File: src/rtl/fetch_stage.sv
// Instruction fetch stage: owns the fetch PC, issues one-outstanding memory fetches and queues
// returned words with prediction metadata. Optional same-cycle bypass: define FETCH_BYPASS_EN.
module fetch_stage #(
  parameter logic [15:0] RESET_PC = 16'h0000,
  parameter int unsigned QDEPTH   = 4
) (
  input  logic        clk,
  input  logic        resetN,
  output logic [15:0] laPC,
  input  logic [15:0] predAddr,
  output logic        memReq,
  output logic [15:0] memAddr,
  input  logic        memGnt,
  input  logic        memValid,
  input  logic [15:0] memData,
  output logic        instValid,
  input  logic        instReady,
  output logic [15:0] instData,
  output logic [15:0] instPC,
  output logic        instPredTaken,
  output logic [15:0] instPredTarget,
  input  logic        redirect,
  input  logic [15:0] redirectPC
);

  localparam int unsigned AW = $clog2(QDEPTH);
  localparam logic [AW:0] QFULL = (AW+1)'(QDEPTH);

  typedef enum logic [1:0] {IDLE, WAIT, DRAIN} state_t;

  state_t        state, stateNext;
  logic [15:0]   pc;
  logic [15:0]   ifPC, ifTarget;
  logic          ifTaken;
  logic [15:0]   qData   [QDEPTH];
  logic [15:0]   qPC     [QDEPTH];
  logic [15:0]   qTarget [QDEPTH];
  logic          qTaken  [QDEPTH];
  logic [AW-1:0] head, tail;
  logic [AW:0]   count;
  logic          fire, respOk, qEmpty, bypass, enq, deq, predTaken;

  assign laPC      = pc;
  assign memAddr   = pc;
  assign predTaken = (predAddr != 16'hFFFF);

  always_comb begin
    // The outstanding request needs no extra reservation: requests only issue from IDLE.
    memReq = resetN && (state == IDLE) && !redirect && (count < QFULL);
    fire   = memReq && memGnt;
    respOk = (state == WAIT) && memValid && !redirect;
    qEmpty = (count == '0);
`ifdef FETCH_BYPASS_EN
    bypass = respOk && qEmpty;
    enq    = respOk && !(bypass && instReady);
`else
    bypass = 1'b0;
    enq    = respOk;
`endif
    deq = !qEmpty && instReady && !redirect;

    instValid      = 1'b0;
    instData       = '0;
    instPC         = '0;
    instPredTaken  = 1'b0;
    instPredTarget = '0;
    if (!qEmpty) begin
      instValid      = 1'b1;
      instData       = qData[head];
      instPC         = qPC[head];
      instPredTaken  = qTaken[head];
      instPredTarget = qTarget[head];
    end else if (bypass) begin
      instValid      = 1'b1;
      instData       = memData;
      instPC         = ifPC;
      instPredTaken  = ifTaken;
      instPredTarget = ifTarget;
    end
  end

  always_comb begin
    stateNext = state;
    unique case (state)
      IDLE:    if (fire) stateNext = WAIT;
      WAIT:    if (memValid) stateNext = IDLE;
               else if (redirect) stateNext = DRAIN;
      DRAIN:   if (memValid) stateNext = IDLE;
      default: stateNext = IDLE;
    endcase
  end

  always_ff @(posedge clk or negedge resetN) begin
    if (!resetN) begin
      state    <= IDLE;
      pc       <= RESET_PC;
      ifPC     <= '0;
      ifTaken  <= 1'b0;
      ifTarget <= '0;
      head     <= '0;
      tail     <= '0;
      count    <= '0;
    end else begin
      state <= stateNext;
      if (redirect)
        pc <= redirectPC;
      else if (fire)
        pc <= predTaken ? predAddr : pc + 16'd1;
      if (fire) begin
        ifPC     <= pc;
        ifTaken  <= predTaken;
        ifTarget <= predAddr;
      end
      if (redirect) begin
        head  <= '0;
        tail  <= '0;
        count <= '0;
      end else begin
        if (enq) tail <= tail + AW'(1);
        if (deq) head <= head + AW'(1);
        case ({enq, deq})
          2'b10:   count <= count + (AW+1)'(1);
          2'b01:   count <= count - (AW+1)'(1);
          default: count <= count;
        endcase
      end
    end
  end

  always_ff @(posedge clk) begin
    if (enq) begin
      qData[tail]   <= memData;
      qPC[tail]     <= ifPC;
      qTaken[tail]  <= ifTaken;
      qTarget[tail] <= ifTarget;
    end
  end

endmodule

File: config.mk
export PLATFORM = sky130hd
export DESIGN_NAME = fetch_stage
export DESIGN_NICKNAME = d
export VERILOG_FILES = /design/src/rtl/fetch_stage.sv
export SDC_FILE = /design/constraint.sdc
export NUM_CORES = 1
export LEC_CHECK = 0
export ABC_AREA = 1
export BUFFER_PORTS_ARGS = -buffer_cell sky130_fd_sc_hd__buf_2
export CORE_MARGIN = 4
export CORE_UTILIZATION = 40
export CTS_CLUSTER_DIAMETER = 120
export DETAILED_ROUTE_END_ITERATION = 10
export SETUP_SLACK_MARGIN = 0.5
export SYNTH_ARGS = -nofsm -noshare
export SYNTH_HDL_FRONTEND = slang
export SYNTH_SLANG_ARGS = --single-unit
export TNS_END_PERCENT = 30
File: constraint.sdc
create_clock -name clk -period 3.8 [get_ports clk]
set_input_delay 1.14 -clock clk [delete_from_list [all_inputs] [get_ports clk]]
set_output_delay 1.14 -clock clk [all_outputs]
set_load 0.1 [all_outputs]
==> flow_metrics.tcl <==
set metrics [dict create \
    status "finished clean" \
    path_class "flop to primary output" \
    vdd_ir_drop_max_mv 0.407 \
    powerDensity_nw_per_um2 897 \
    holdBufCountCts 0 \
    dp_slack_ns 0.664 \
    maxSlewViolCount 0 \
    cts_tree "done" \
    ys_ff_latch 254 \
    dpl_cell_area_sq_um 12600 \
    coreArea_sq_um 26400 \
    via_per_inst 5.03 \
    synth_common_cells "nor2_1, edfxtp_1, nand2_1" \
    die_y_um 173 \
    drtAntennaViolNets 0 \
    stdcell_area_sq_um 13600 \
    start_kind "flop" \
    synth_flop_cell "edfxtp_1" \
    cts_root_buf "clkbuf_16" \
    min_period_ns 3.27 \
    stdcell_count 1489 \
    grt_usage_pct 17.0 \
    hold_violations 0 \
    clk_pin_slew_worst_paths_ns 0.06 \
    rsz0062_at_grt "true" \
    setup_violations 0 \
    syn_inst 1011 \
    timing.fmax_mhz 306 \
    seq_area_sq_um 7340 \
    dp.cells 1435 \
    yosys.area.top_type_share_pct 54.3 \
    syn_nets 1071 \
    antenna_cells 0 \
    initial_utilization_pct 41.1 \
    yosys_warnings 0 \
    max_slew_margin_pct 48.3 \
    pin_count 137 \
    clkLatencyLatePin_ns 0.53 \
    yosysUniqueCellTypes 35 \
    syn_area_sq_um 10800 \
    area_delta_synth_final_pct 25.6 \
    yosys.area.top_type "edfxtp_1" \
    fill_cells 2233 \
    critPathCaptureType "primary output" \
    routed_wl_mm 26.0 \
    cp_max_fo 42 \
    antenna_found_initial 0 \
    dieArea_sq_um 29800 \
    async_flop_share_pct 22.8 \
    min_period_over_period_pct 86.1 \
    synth_edf_count 196 \
    hp-start "ifPC[6]" \
    vias 7492 \
    cap_violations 0 \
    reg2regPathDepth 6 \
    grt_max_degree 74 \
    crit_required_ns 2.66 \
    grt_pass1_vias 7288 \
    grt_overflow 0 \
    port_buffers 136 \
    worstPathArrival_ns 2.13 \
    multiInputGateArea_sq_um 3010 \
    grt_pass1_wl_mm 40.8 \
    first_pass_iters 5 \
    worst_pin_slew_ns 0.776 \
    die_x_um 173 \
    finalNetCount 1194 \
    numCtsBuffers 27 \
    place.gp.congestion 0.817 \
    critPathLaunch "head[0]" \
    ys_seq_area_share_pct 67.7 \
    min-delay-path-class "flop to flop" \
    min_path_cells 0 \
    layout-drive-gt1-share_pct 23.1 \
    clkSinkCount 254 \
    fin_skew_ns 0.0160 \
    rr_startpoint "state[1]" \
    wire_per_inst_um 17.5 \
    drtIter0Drc 557 \
    yosys.cell_count.top_type "nor2_1" \
    row_count 59 \
    cts_buffer_depth 3 \
    synth.area.top_cells "edfxtp_1, dfrtp_1, nor2_1" \
    drc 0 \
    synth.avg_cell_area_sq_um 10.7 \
    h-tree-depth 1 \
    layout_setup_ws_ns 0.527 \
    dp_hpwl_mm 16.3 \
    p_leak_nw 5.32 \
]
## worst paths after layout
| kind | endpoint | slack [ns] |
|---|---|---|
| setup / recovery | instPredTarget[9] | 0.53 |
| hold / removal | qPC[0][6] | 0.51 |
| setup reg to reg | qData[1][0] | 1.54 |
| hold reg to reg | qPC[0][6] | 0.51 |
| max in group asynchronous | head[1] | 2.43 |
| min in group asynchronous | count[2] | 0.78 |
## logic make-up after synthesis
logic type | synth area share (%)
AND/OR/NAND/NOR | 15.8
flip-flops | 67.7
AO/OA/AOI/OAI | 9.43
buffers and inverters | 5.97
adder cells (fa/ha/maj) | 0.762
XOR/XNOR | 0.323
## registers in the layout (all words and copies together), names as in the netlist
signal    cells
count         3
head          2
ifPC         16
ifTaken       1
ifTarget     16
laPC         16
qData        64
qPC          64
qTaken        4
qTarget      64
state         2
tail          2
## final cells by class
cell class / count / share of cell area (%)
timing repair buffer: 161 / 12.7
sequential: 254 / 54.0
multi-input combinational: 628 / 22.1
inverter: 62 / 1.80
clock buffer: 32 / 5.25
tap: 335 / 3.08
clock inverter: 17 / 1.16
## placed cells by master (no fill, tap or decap), types with 2 or more instances in the layout
master,instances
edfxtp_1,196
buf_2,86
inv_1,50
bufinv_16,3
o21ai_0,91
nand3b_1,2
buf_4,14
nand4_1,3
o31ai_1,2
dfrtp_1,56
o21ai_1,56
clkinvlp_4,2
a21oi_2,31
clkbuf_16,27
clkbuf_1,3
xor2_1,2
nand3_1,32
nand2_2,4
nor3_2,3
buf_12,55
clkinv_1,6
xnor2_1,2
clkbuf_8,2
nor2_1,226
clkinv_2,6
ha_1,5
dfrtp_4,2
inv_2,9
buf_6,4
nand2_1,132
inv_4,2
nor2_4,7
a21oi_1,20
## per-stage QoR
| stage | power, mW | hold WS (ns) | setup TNS (ns) | util, % |
|---|---|---|---|---|
| 2_1_floorplan | 7.54 | 0.476 | -1.74 | - |
| 3_3_place_gp | 9.56 | 0.496 | 0 | 47.7 |
| 3_5_place_dp | 9.60 | 0.505 | 0 | 47.7 |
| 4_1_cts | 12.3 | 0.521 | 0 | 51.5 |
| 5_1_grt | 12.7 | 0.545 | 0 | 51.7 |
| 6_report | 12.2 | 0.514 | 0 | 51.7 |
## timing repair
action                                  in CTS  in global routing
endpoints found under the setup margin      49                 41
pin swaps                                    0                  5
gates resized for setup                     21                 10
setup buffers                                5                  0
## metal layers
| metal | up-vias | part of all wire, % | track usage (%) |
|---|---|---|---|
| li1 | 3648 | - | - |
| met1 | 3567 | 46 | 24.2 |
| met2 | 233 | 46 | 27.4 |
| met3 | 44 | 6.0 | 3.10 |
| met4 | 0 | 2.6 | 4.39 |
| met5 | - | 0 | 0 |
## power breakdown
group / switching, mW / total (mW) / internal (mW)
registers: 0.293 / 3.69 / 3.40
logic: 4.17 / 5.95 / 1.77
clock network: 1.04 / 2.58 / 1.54
## worst max-delay path, stage by stage (launching register included)
cell and delay [ns]:
dfrtp_4 0.57, inv_8 0.17, buf_16 0.22, o21ai_0 0.14, a21oi_2 0.25, buf_12 0.21
Power figures use the tool's default switching activity.
